## src/rtl/uart_tx_ser.sv

```systemverilog
// uart_tx_ser: UART transmit serializer paced by a synchronized baud square wave.
// Ports: clkin system clock; rst async active-high reset; baud_in baud divider
//   square wave (rising edge = bit boundary); tx_data/tx_valid/tx_ready byte
//   handshake; txd serial line (idle high); busy frame in progress.
// Build option: define UART_TX_PARITY_EN to insert an even-parity bit before the stop bit(s).
module uart_tx_ser #(
  parameter int DATA_BITS = 8,
  parameter int STOP_BITS = 1
) (
  input  logic                 clkin,
  input  logic                 rst,
  input  logic                 baud_in,
  input  logic [DATA_BITS-1:0] tx_data,
  input  logic                 tx_valid,
  output logic                 tx_ready,
  output logic                 txd,
  output logic                 busy
);
`ifdef UART_TX_PARITY_EN
  typedef enum logic [2:0] {IDLE, ALIGN, START, DATA, PARITY, STOP} state_t;
`else
  typedef enum logic [2:0] {IDLE, ALIGN, START, DATA, STOP} state_t;
`endif
  localparam logic [2:0] LAST = 3'(DATA_BITS - 1);
  localparam logic [2:0] SLAST = 3'(STOP_BITS - 2);
  // The last stop bit is driven from IDLE so a new start bit can follow it
  // with no gap; STOP only covers any extra stop bits.
  localparam state_t STOP_NEXT = (STOP_BITS > 1) ? STOP : IDLE;
  state_t state_q, state_d;
  logic [2:0] sync_q;
  logic [DATA_BITS-1:0] sh_q, sh_d;
  logic [2:0] cnt_q, cnt_d;
  logic txd_q, txd_d, rdy_q, rdy_d, busy_q, busy_d;
  logic tick, acc;
`ifdef UART_TX_PARITY_EN
  logic par_q, par_d;
`endif
  // sync_q[0..1] synchronize baud_in, sync_q[2] holds the previous synchronized level
  assign tick = sync_q[1] & ~sync_q[2];
  assign acc = tx_valid & rdy_q;
  assign txd = txd_q;
  assign tx_ready = rdy_q;
  assign busy = busy_q;
  always_ff @(posedge clkin or posedge rst) begin
    if (rst) begin
      state_q <= IDLE;
      sync_q <= '0;
      sh_q <= '0;
      cnt_q <= '0;
      txd_q <= 1'b1;
      rdy_q <= 1'b1;
      busy_q <= 1'b0;
`ifdef UART_TX_PARITY_EN
      par_q <= 1'b0;
`endif
    end else begin
      state_q <= state_d;
      sync_q <= {sync_q[1:0], baud_in};
      sh_q <= sh_d;
      cnt_q <= cnt_d;
      txd_q <= txd_d;
      rdy_q <= rdy_d;
      busy_q <= busy_d;
`ifdef UART_TX_PARITY_EN
      par_q <= par_d;
`endif
    end
  end
  always_comb begin
    state_d = state_q;
    sh_d = sh_q;
    cnt_d = cnt_q;
`ifdef UART_TX_PARITY_EN
    par_d = par_q;
`endif
    unique case (state_q)
      IDLE: if (acc) begin
        state_d = ALIGN;
        sh_d = tx_data;
`ifdef UART_TX_PARITY_EN
        par_d = ^tx_data;
`endif
      end
      ALIGN: if (tick) state_d = START;
      START: if (tick) begin
        state_d = DATA;
        cnt_d = '0;
      end
      DATA: if (tick) begin
        if (cnt_q == LAST) begin
`ifdef UART_TX_PARITY_EN
          state_d = PARITY;
`else
          state_d = STOP_NEXT;
`endif
          cnt_d = '0;
        end else begin
          sh_d = sh_q >> 1;
          cnt_d = cnt_q + 3'd1;
        end
      end
`ifdef UART_TX_PARITY_EN
      PARITY: if (tick) begin
        state_d = STOP_NEXT;
        cnt_d = '0;
      end
`endif
      STOP: if (tick) begin
        if (cnt_q == SLAST) state_d = IDLE;
        else cnt_d = cnt_q + 3'd1;
      end
      default: state_d = IDLE;
    endcase
  end
  always_comb begin
`ifdef UART_TX_PARITY_EN
    txd_d = (state_d == START) ? 1'b0 : (state_d == DATA) ? sh_d[0] :
            (state_d == PARITY) ? par_q : 1'b1;
`else
    txd_d = (state_d == START) ? 1'b0 : (state_d == DATA) ? sh_d[0] : 1'b1;
`endif
    rdy_d = (state_d == IDLE);
    busy_d = (state_d != IDLE);
  end
endmodule

```

## config.mk

```make
export PLATFORM = sky130hd
export DESIGN_NAME = uart_tx_ser
export DESIGN_NICKNAME = d
export VERILOG_FILES = /design/src/rtl/uart_tx_ser.sv
export SDC_FILE = /design/constraint.sdc
export NUM_CORES = 1
export LEC_CHECK = 0
export ABC_CLOCK_PERIOD_IN_PS = 3300
export CORE_ASPECT_RATIO = 0.7
export CORE_MARGIN = 2
export CORE_UTILIZATION = 35
export CTS_CLUSTER_SIZE = 25
export DETAILED_ROUTE_END_ITERATION = 16
export MAX_ROUTING_LAYER = met4
export PLACE_DENSITY_LB_ADDON = 0.25
export SLEW_MARGIN = 20
export SYNTH_ARGS = -nofsm -noshare
export SYNTH_HDL_FRONTEND = slang
export SYNTH_SLANG_ARGS = --single-unit
export TNS_END_PERCENT = 30
```

## constraint.sdc

```tcl
create_clock -name clkin -period 3.3 [get_ports clkin]
set_input_delay 0.66 -clock clkin [delete_from_list [all_inputs] [get_ports clkin]]
set_output_delay 0.66 -clock clkin [all_outputs]
set_load 0.03 [all_outputs]
```

# After elaboration in Yosys (flattened, before gate mapping)
# Index checks and enable logic that the tools add are counted.
totals:
  register_bits: 20
  latch_bits: 0
  ram_bits: 0
  rom_bits: 0
  in_bits: 12
  output_inout_bits: 3
  elab_cells: 51
  n_memories: 0
op_classes:
  add_sub_neg: 1
  mul: 0
  div_mod_pow: 0
  n_lt_le_gt_ge: 0
  n_eq_ne: 13
  shift: 0
  n_mux: 18
  bitwise: 3
  reduce_logical: 8
op_table:
  columns: ["op", "count"]
  rows:
  - ["two-way mux 3 bit", 10]
  - ["two-way mux 8 bit", 3]
  - ["case mux 8 bit (2 select lines)", 1]
  - ["== test 3 x 2 -> 1 bit (second input constant)", 4]
  - ["inequality test 2 bit (second input constant)", 6]
  - ["case mux 3 bit (4 select lines)", 1]
  - ["case mux 3 bit (3 select lines)", 1]
  - ["== test 3 bit (second input constant)", 2]
  - ["logical NOT 3 bit", 2]
  - ["nonzero test 3 bit", 2]
  - ["AND reduction 5 bit", 1]
  - ["AND reduction 4 bit", 1]
  - ["adder 3 x 1 -> 3 bit (second input constant)", 1]
  - ["== test 3 x 1 -> 1 bit (second input constant)", 1]
  - ["bitwise AND 1 bit", 2]
  - ["two-way mux 1 bit", 2]
  - ["nonzero test 2 bit", 1]
  - ["OR reduction 2 bit", 1]
  - ["NOT 1 bit", 1]

# Logic depth before layout (Yosys ltp)
# Gate-level depths: netlist (run 1).
depth:
  depth_word: 7
  depth_mapped: 7
  depth_no_buf: 6

# Worst setup path before layout (run 1)
# No wires, ideal clock.
synth_timing:
  path_type: "register -> register"
  from: "register cnt_q[0]"
  to: "register txd_q, in the netlist txd"
  setup_ps: 77
  arrival_time_ps: 1609
  required_ps: 3223
  path_slack_ps: 1614
  stages_incl_launch_ff: 8
  path_buffers: 1
  period_less_slack_ps: 1686
  path_cell_list: "dfrtp_1 ha_1 ha_1 and4bb_1 and2_1 buf_6 o311ai_4 a21bo_1"
synth_via:
  word_cells_on_any_way: 11
  cone_classes: "eq/ne: 3; mux: 8"
synth_rtl:
  columns: ["item", "line_no", "rtl"]
  rows:
  - ["start: declaration", "32", "logic [2:0] cnt_q, cnt_d;"]
  - ["start signal: assignment", "60", "cnt_q <= cnt_d;"]
  - ["== test 3 bit", "90", "if (cnt_q == LAST) begin"]
  - ["two-way mux 8 bit", "90", null]
  - ["two-way mux 8 bit", "89", "DATA: if (tick) begin"]
  - ["case mux 8 bit (2 select lines)", "76", "unique case (state_q)"]
  - ["net sh_d[0]", "31", "logic [DATA_BITS-1:0] sh_q, sh_d;"]
  - ["two-way mux 1 bit (2 in series)", "120", "txd_d = (state_d == START) ? 1'b0 : (state_d == DATA) ? sh_d[0] : 1'b1;"]
  - ["net txd_d", "33", "logic txd_q, txd_d, rdy_q, rdy_d, busy_q, busy_d;"]
  - ["end signal: assignment", "61", "txd_q <= txd_d;"]
  - ["end: declaration", "33", null]
# The timed path passes the listed nets, and every way through them passes these cells. The select of a mux whose other input is x is not followed.
# A chain may end at the register's enable or synchronous reset.

# Worst setup path in the final report (run 1)
layout_timing:
  from: "register rdy_q, in the netlist tx_ready"
  to: "output tx_ready"
layout_rtl:
  columns: ["item", "line_no", "rtl"]
  rows:
  - ["start: declaration", "33", null]
  - ["start signal: assignment", "62", "rdy_q <= rdy_d;"]
  - ["end: declaration", "15", "output logic tx_ready,"]
# No word-level cell between the ends.

==> metrics.txt, run 1 <==
Detailed Routing Iterations Pass 1=4; first-pass GRT wire length=2640 um; combinational power share=27.7%; First DRT Iteration DRCs=26; clock share of power=28.0%; GPL Wtd Cong=0.717; CTS tree=yes; io pins=15; pins over their slew limit=0; Root Driver=clkbuf_4; fraction of registers with async set/reset=100%; Crit path depth=1; total CTS buffers=3; PwrDens=648 nW/um^2; H-tree levels=1; WP data required=2640 ps; commonest non-fill, non-tap cell in the layout=dfrtp_1; Yosys Warn Count=0; worst path cell trace=clkdlybuf4s50_1; Seq pwr share=44.3%; # Max-Cap Violations=0; Area Overhead vs Synth=23.8%; Tcrit/Tclk final=65.8%; largest buffer count on any clock path=2; met3 WL=72 um; commonest non-fill, non-tap cells in the layout=dfrtp_1 (18), clkdlybuf4s50_1 (14), a22o_1 (7); vias in the first global route=576; largest net degree at the start of global routing=21; critical path startpoint category=register; Top FF cell, synth=dfrtp_1; CP max stage delay=660 ps; status=complete, no violations; Final setup viols=0; sequential-to-total area share from yosys stat=56.0%; Tmin final=2170 ps; Worst R2R Start=cnt_q[0]; Ant. Diodes=0; Post-synth EDFFs=0; WL/cell=13.2 um; GRT Residual Overflow=0; Buf/Inv on CP=1; Hold Path Cell Cnt=0; synthesized flop and latch total=20; Worst Setup End Kind=primary output; clock sinks=20; Worst Clk Skew=3.25 ps; Initial Utilization=36.8%; # rows=15; Hold Vio Cnt, Final=0; antenna viol nets, final=0; RSZ-0062 raised after global routing=false; die area=2990 sq um; number of port buffers=14; Crit-path slowest cell=clkdlybuf4s50_1; hold bufs inserted after CTS=0; core box area=2440 sq um; DR WL met2=688 um; Crit path max-delay family=buffers and inverters; Cells after Synth=72; clock slew at reported path FFs=120 ps; Crit. Startpoint=tx_ready; vias per cell=5.17; Final TNS setup=0 ps; Setup Buffers After CTS=0; HP Start=sync_q[0]; internal power=0.510 mW; Max Used Layer=met4; switching share of power=29.3%; f_max=0.461 GHz; hpwl dp=1170 um; Total Wirelength=1590 um; Mapped Avg Cell Area=12.5 sq um; initial antenna violation count=0; Post-Place Cell Area=1060 sq um; Post-Layout Cell Count=121; Resize count post-CTS=0; Residual DRC=0; HP Class=reg -> reg; Final nets=102; worst vdd ir=0.000355 V; clk_lat worst skew=300 ps; Worst EP arrival=1510 ps; Die Span Y=46.4 um; Post-Syn Nets=86; slew of the pin with the lowest slew margin=743 ps; via count=625; Max-slew headroom=50.4%; design area=1110 sq um; Syn Std Cell Area=898 sq um; DIE WIDTH=64.6 um; aggregate global-route resource usage=12.5%; share of cells above drive strength 1=11.5%; hold slack final=365 ps; Net Switching=0.211 mW; post-synth cell types=30; Max FO, Critical Path=2; Leakage Power=0.540 nW; Inst Count DP=117; WL met1=816 um; worst-case reg-to-reg path depth=6; Crit Path Class=reg -> out
[per-layer routing]
layer | vias to the layer above | global-route usage, %
met5 | - | -
met4 | 0 | 2.55
met3 | 2 | 5.13
met2 | 10 | 18.8
met1 | 316 | 16.1
li1 | 297 | -
[cell type report]
class | count | area [sq um]
fillers | 254 | 1330
well taps | 34 | 42.5
repair buffers | 14 | 140
flip-flops and latches | 20 | 503
clock buffers | 3 | 22.5
multi-input cells | 46 | 363
clock inverters | 1 | 30.0
inverters | 3 | 11.3
[worst paths after layout]
kind | end | slack (ps)
max | tx_ready | 1130
min | sync_q[1] | 360
max reg2reg | sh_q[7] | 1260
min reg2reg | sync_q[1] | 360
max in group asynchronous | sh_q[1] | 2070
min in group asynchronous | sh_q[7] | 760
[per-stage QoR]
stage / setup WS (ps) / util [%] / power [mW]
5_1_grt: 1070 / 45.6 / 0.767
6_report: 1130 / 45.6 / 0.721
2_1_floorplan: 1610 / - / 0.472
4_1_cts: 1110 / 45.6 / 0.728
3_5_place_dp: 1210 / 43.4 / 0.527
3_3_place_gp: 1260 / 43.4 / 0.517
[power by group through the flow]
stage | clock network [mW] | logic [mW] | registers [mW]
after floorplan | 0 | 0.139 | 0.334
after global placement | 0 | 0.193 | 0.324
after detailed placement | 0 | 0.201 | 0.325
after CTS | 0.207 | 0.201 | 0.320
after global routing | 0.217 | 0.222 | 0.327
final | 0.202 | 0.200 | 0.320
[flip-flops by register name (all words and copies together) (netlist names)]
| register | count |
|---|---|
| cnt_q | 3 |
| state_q | 3 |
| busy | 1 |
| sync_q | 3 |
| sh_q | 8 |
| txd | 1 |
| tx_ready | 1 |
[cell usage after synthesis (2+ instances only)]
library cell / count / area [sq um]
nor2_1: 2 / 7.51
buf_2: 2 / 10.0
o22ai_1: 2 / 12.5
mux2_2: 2 / 22.5
inv_1: 3 / 11.3
a21o_1: 6 / 45.0
nor2b_1: 3 / 18.8
nor3_1: 2 / 10.0
dfrtp_1: 18 / 450
a22o_1: 7 / 61.3
dfstp_2: 2 / 52.6
nand2_1: 2 / 7.51
ha_1: 2 / 25.0
a21oi_1: 3 / 15.0
[logic make-up (layout without fill, tap and decap cells)]
kind of cell,after synthesis,count (layout),synth area share (%)
flops,20,20,56.0
fa+ha+maj,2,2,2.79
simple gates,18,18,12.3
compound gates,23,23,21.7
buf+inv,6,21,3.62
mux,3,3,3.62
(Power assumes the default switching activity.)
==> inputs of run 2 (changes only) <==
- ABC_CLOCK_PERIOD_IN_PS: 3300 -> 2029
- clock period: 3.3 -> 2.03 ns (I/O delays scaled with it)
==> metrics.txt, run 2 (synthesis gave the netlist of run 1 again) <==
status=complete, no violations; r2r setup slk=180 ps (-1080 ps); worst path cell trace=clkdlybuf4s50_1; Crit-path slowest cell=clkdlybuf4s50_1; Crit path depth=1 (unchanged); Final TNS setup=0 ps (unchanged); Hold Vio Cnt, Final=0 (unchanged); HP Class=in -> async; clock slew at reported path FFs=110 ps (about the same); # rows=15 (unchanged); Die Span Y=46.4 um (unchanged); Final nets=106 (+3.9%); Tcrit/Tclk final=93.6%; vias per cell=5.07 (-1.8%); # Max-Cap Violations=0 (unchanged); antenna viol nets, final=0 (unchanged); Initial Utilization=36.8% (unchanged); Max-slew headroom=69.6% (+19 points); WP data required=1620 ps (-1020 ps); Leakage Power=0.554 nW (+2.5%); Post-Layout Cell Count=125 (+3.3%); commonest non-fill, non-tap cell in the layout=dfrtp_1; total CTS buffers=3 (unchanged); Final Power=1.09 mW (+52%); GRT Residual Overflow=0 (unchanged); share of cells above drive strength 1=15.4% (+3.9 points); initial antenna violation count=0 (unchanged); worst vdd ir=0.000581 V (+64%); WL/cell=13.4 um (+2.0%); max reg flops=8 (unchanged); slew of the pin with the lowest slew margin=457 ps (-286 ps); Post-Place Cell Area=1090 sq um (+2.8%); Detailed Routing Iterations Pass 1=4 (unchanged); Max FO, Critical Path=2 (unchanged); Worst EP arrival=1490 ps (-20 ps); pins over their slew limit=0 (unchanged); number of port buffers=14 (unchanged); largest net degree at the start of global routing=16 (-24%); Inst Count DP=121 (+3.4%); f_max=0.526 GHz; Total Wirelength=1680 um (+5.3%); PwrDens=971 nW/um^2 (+50%); CTS tree=yes; clock sinks=20 (unchanged); Setup Buffers After CTS=0 (unchanged); via count=634 (+1.4%); clk_lat worst skew=290 ps (about the same); Crit path max-delay family=buffers and inverters; Worst Clk Skew=2.69 ps (-0.561 ps); Root Driver=clkbuf_4; first-pass GRT wire length=2860 um (+8.4%); vias in the first global route=611 (+6.1%); DIE WIDTH=64.6 um (unchanged); CP max stage delay=660 ps (about the same); Residual DRC=0 (unchanged); worst-case reg-to-reg path depth=7 (+1); H-tree levels=1 (unchanged); die area=2990 sq um (unchanged); critical path startpoint category=register; GPL Wtd Cong=0.744 (+3.8%); Buf/Inv on CP=1 (unchanged); First DRT Iteration DRCs=18 (-31%); core box area=2440 sq um (unchanged); Reg with most FFs=sh_q; Area Overhead vs Synth=25.3%; Worst Setup End Kind=primary output; io pins=15 (unchanged); Tmin final=1900 ps; commonest non-fill, non-tap cells in the layout=dfrtp_1 (18), clkdlybuf4s50_1 (14), a22o_1 (7); Resize count post-CTS=0 (unchanged); Crit Path Class=reg -> out; aggregate global-route resource usage=13.5% (+1.0 points); largest buffer count on any clock path=2 (unchanged); Ant. Diodes=0 (unchanged); Final setup viols=0 (unchanged); hpwl dp=1260 um (+7.9%); RSZ-0062 raised after global routing=false; design area=1130 sq um (+1.2%); hold bufs inserted after CTS=0 (unchanged)
==> run 2: cell types whose count changed in the layout (fill, tap and decap cells not counted) <==
cell,previous run,this run
buf_4,0,4
bufinv_16,1,0
clkbuf_8,0,1
==> run 2: path summary, 6_finish.rpt <==
| kind | start | endpoint |
|---|---|---|
| max | tx_ready | tx_ready |
| min | rst | sync_q[1] |
| max reg2reg | cnt_q[0] | sh_q[5] |
| min reg2reg | sync_q[0] | sync_q[1] |
| max in group asynchronous | rst | tx_ready |
| min in group clkin | sync_q[0] | sync_q[1] |
==> run 2: stage by stage <==
| step | util [%] | hold slack, ps | setup WS (ps) |
|---|---|---|---|
| floorplan | - | 331 | 344 |
| global placement | 44.7 | 333 | 192 |
| detailed placement | 44.7 | 337 | 182 |
| CTS | 46.2 | 289 | 111 |
| global route | 46.2 | 291 | 64.4 |
| finish | 46.2 | 300 | 130 |
==> run 2: cell type report <==
type	count	area [sq um]
clock buffer	4	36.3
tap	34	42.5
multi-input combinational	46	363
inverter	3	11.3
fill	241	1310
timing repair buffer	18	170
sequential	20	503
==> run 2: routing by layer <==
metal	GRT usage, %	vias to the layer above	routed length, um
met5	-	-	0
met4	2.55	0	12
met3	4.40	2	85
met2	19.6	15	732
met1	18.8	312	846
li1	-	305	-
==> run 2: report_power, final <==
part	leakage, nW	switching [mW]	total (mW)	internal [mW]
clock	0.0210	0.116	0.225	0.109
combinational	0.288	0.172	0.344	0.172
sequential	0.245	0.0525	0.524	0.471
total	0.554	0.340	1.09	0.753
==> inputs of run 3 (changes only) <==
--- a/config.mk
+++ b/config.mk
@@ -10,4 +10,5 @@
 export CORE_MARGIN = 2
 export CORE_UTILIZATION = 35
+export CTS_CLUSTER_DIAMETER = 80
 export CTS_CLUSTER_SIZE = 25
 export DETAILED_ROUTE_END_ITERATION = 16
==> constraint.sdc (replaced) <==
create_clock -name clkin -period 2.03 [get_ports clkin]
set_input_delay 0.203 -clock clkin [delete_from_list [all_inputs] [get_ports clkin]]
set_output_delay 0.203 -clock clkin [all_outputs]
set_load 0.03 [all_outputs]
==> metrics.txt, run 3 (synthesis gave the netlist of run 1 again) <==
status=complete, no violations; H-tree levels=1 (unchanged); Crit. Startpoint=cnt_q[0]; Hold Vio Cnt, Final=0 (unchanged); r2r setup slk=140 ps (-40 ps); clock sinks=20 (unchanged); largest buffer count on any clock path=2 (unchanged); # Max-Cap Violations=0 (unchanged); Worst Clk Skew=6.17 ps (+3.49 ps); commonest non-fill, non-tap cells in the layout=dfrtp_1 (18), clkdlybuf4s50_1 (14), a22o_1 (7); max reg flops=8 (unchanged); Detailed Routing Iterations Pass 1=4 (unchanged); Residual DRC=0 (unchanged); die area=2990 sq um (unchanged); slew of the pin with the lowest slew margin=445 ps (-11.9 ps); antenna viol nets, final=0 (unchanged); share of cells above drive strength 1=15.4% (unchanged); largest net degree at the start of global routing=16 (unchanged); crit path to=sh_q[5]; initial antenna violation count=0 (unchanged); worst reg2reg endpoint=sh_q[5]; GRT Residual Overflow=0 (unchanged); Worst EP arrival=2130 ps (+640 ps); Total Wirelength=1670 um (-0.30%); crit-path most repeated cell=ha_1; pins over their slew limit=0 (unchanged); clk_lat worst skew=300 ps (about the same); commonest non-fill, non-tap cell in the layout=dfrtp_1; CP max stage delay=420 ps (-240 ps); hpwl dp=1240 um (-2.2%); aggregate global-route resource usage=13.9% (+0.37 points); first-pass GRT wire length=2900 um (+1.7%); Max-slew headroom=70.3% (+0.79 points); Ant. Diodes=0 (unchanged); total CTS buffers=3 (unchanged); hold bufs inserted after CTS=0 (unchanged); RSZ-0062 raised after global routing=false; Final setup viols=0 (unchanged); Setup Buffers After CTS=0 (unchanged); core box area=2440 sq um (unchanged); CTS tree=yes; HP Class=in -> async; Multi-input gate area=363 sq um (unchanged); WL/cell=13.4 um (-0.30%); Crit Path Class=reg -> reg; io pins=15 (unchanged); vias per cell=4.98 (-1.9%); Inst Count DP=121 (unchanged); Crit path depth=7 (+6); Tcrit/Tclk final=92.9% (-0.69 points); DIE WIDTH=64.6 um (unchanged); Leakage Power=0.554 nW (unchanged); # fillers=235 (-2.5%); Crit-path slowest cell=dfrtp_1; vias in the first global route=602 (-1.5%); f_max=0.530 GHz (+0.75%); Tmin final=1890 ps (-14.1 ps); GPL Wtd Cong=0.819 (+10%); Final TNS setup=0 ps (unchanged); Area Overhead vs Synth=25.3% (unchanged); clock slew at reported path FFs=110 ps (about the same); worst-case reg-to-reg path depth=7 (unchanged); Reg with most FFs=sh_q; Resize count post-CTS=0 (unchanged); # rows=15 (unchanged); via count=622 (-1.9%); Buf/Inv on CP=1 (unchanged); Initial Utilization=36.8% (unchanged); number of port buffers=14 (unchanged); Worst R2R Start=cnt_q[0]; critical path startpoint category=register; First DRT Iteration DRCs=34 (+16); Worst Setup End Kind=register; Die Span Y=46.4 um (unchanged); Crit path max-delay family=simple AND/OR/NAND/NOR gates; PwrDens=980 nW/um^2 (+0.97%); worst vdd ir=0.000448 V (-23%); WP data required=2270 ps (+650 ps); Max FO, Critical Path=5 (+3); worst path cell trace=ha_1 -> ha_1 -> and4bb_1 -> and2_1 -> buf_4 -> a22o_1 -> a21o_1; Post-Layout Cell Count=125 (unchanged); Root Driver=clkbuf_4; Final nets=106 (unchanged); register area=503 sq um (unchanged)
==> run 3: cell counts in the layout (fill, tap and decap cells not counted) <==
Identical to the previous run, type by type.
==> run 3: worst min path at each step <==
stage | cells after the start | slack, ps | to
after floorplan | 1 | 170 | busy
after global routing | 2 | 90 | sync_q[0]
after detailed placement | 0 | 340 | sync_q[1]
after CTS | 2 | 90 | sync_q[1]
final | 2 | 100 | busy
after global placement | 0 | 340 | sync_q[1]
==> run 3: worst reg2reg max path: cells and delay by family (launching register included) <==
family | cells | cell delay, ps
AND/OR/NAND/NOR | 2 | 600
flip-flops | 1 | 420
adder cells (fa/ha/maj) | 2 | 400
AO/OA/AOI/OAI | 2 | 220
buffers and inverters | 1 | 190
==> run 3: report_power, final <==
group	leakage, nW	switching [mW]	total, mW	internal (mW)
combinational	0.288	0.178	0.349	0.171
clock	0.0210	0.119	0.228	0.109
sequential	0.245	0.0549	0.527	0.472
==> run 3: cell type report <==
type | instances | share of cell area, %
inverters | 3 | 1.00
flip-flops and latches | 20 | 44.7
clock buffers | 4 | 3.22
well taps | 34 | 3.78
multi-input cells | 46 | 32.2
repair buffers | 18 | 15.1
==> run 3: metal layers <==
metal	global-route usage [%]	up-vias	part of all wire, %
li1	-	308	-
met1	19.5	299	55
met2	18.8	13	40
met3	4.40	2	4.1
met4	5.11	0	0.72
met5	-	-	0
==> run 3: metrics by stage <==
| stage | util (%) | hold slack, ps | setup WS, ps | instance area, sq um | power, mW |
|---|---|---|---|---|---|
| 2_1_floorplan | - | 165 | 344 | 898 | 0.768 |
| 3_3_place_gp | 44.7 | 337 | 218 | 1090 | 0.863 |
| 3_5_place_dp | 44.7 | 336 | 180 | 1090 | 0.879 |
| 4_1_cts | 46.2 | 95.0 | 138 | 1130 | 1.12 |
| 5_1_grt | 46.2 | 92.8 | 16.2 | 1130 | 1.20 |
| 6_report | 46.2 | 102 | 144 | 1130 | 1.10 |
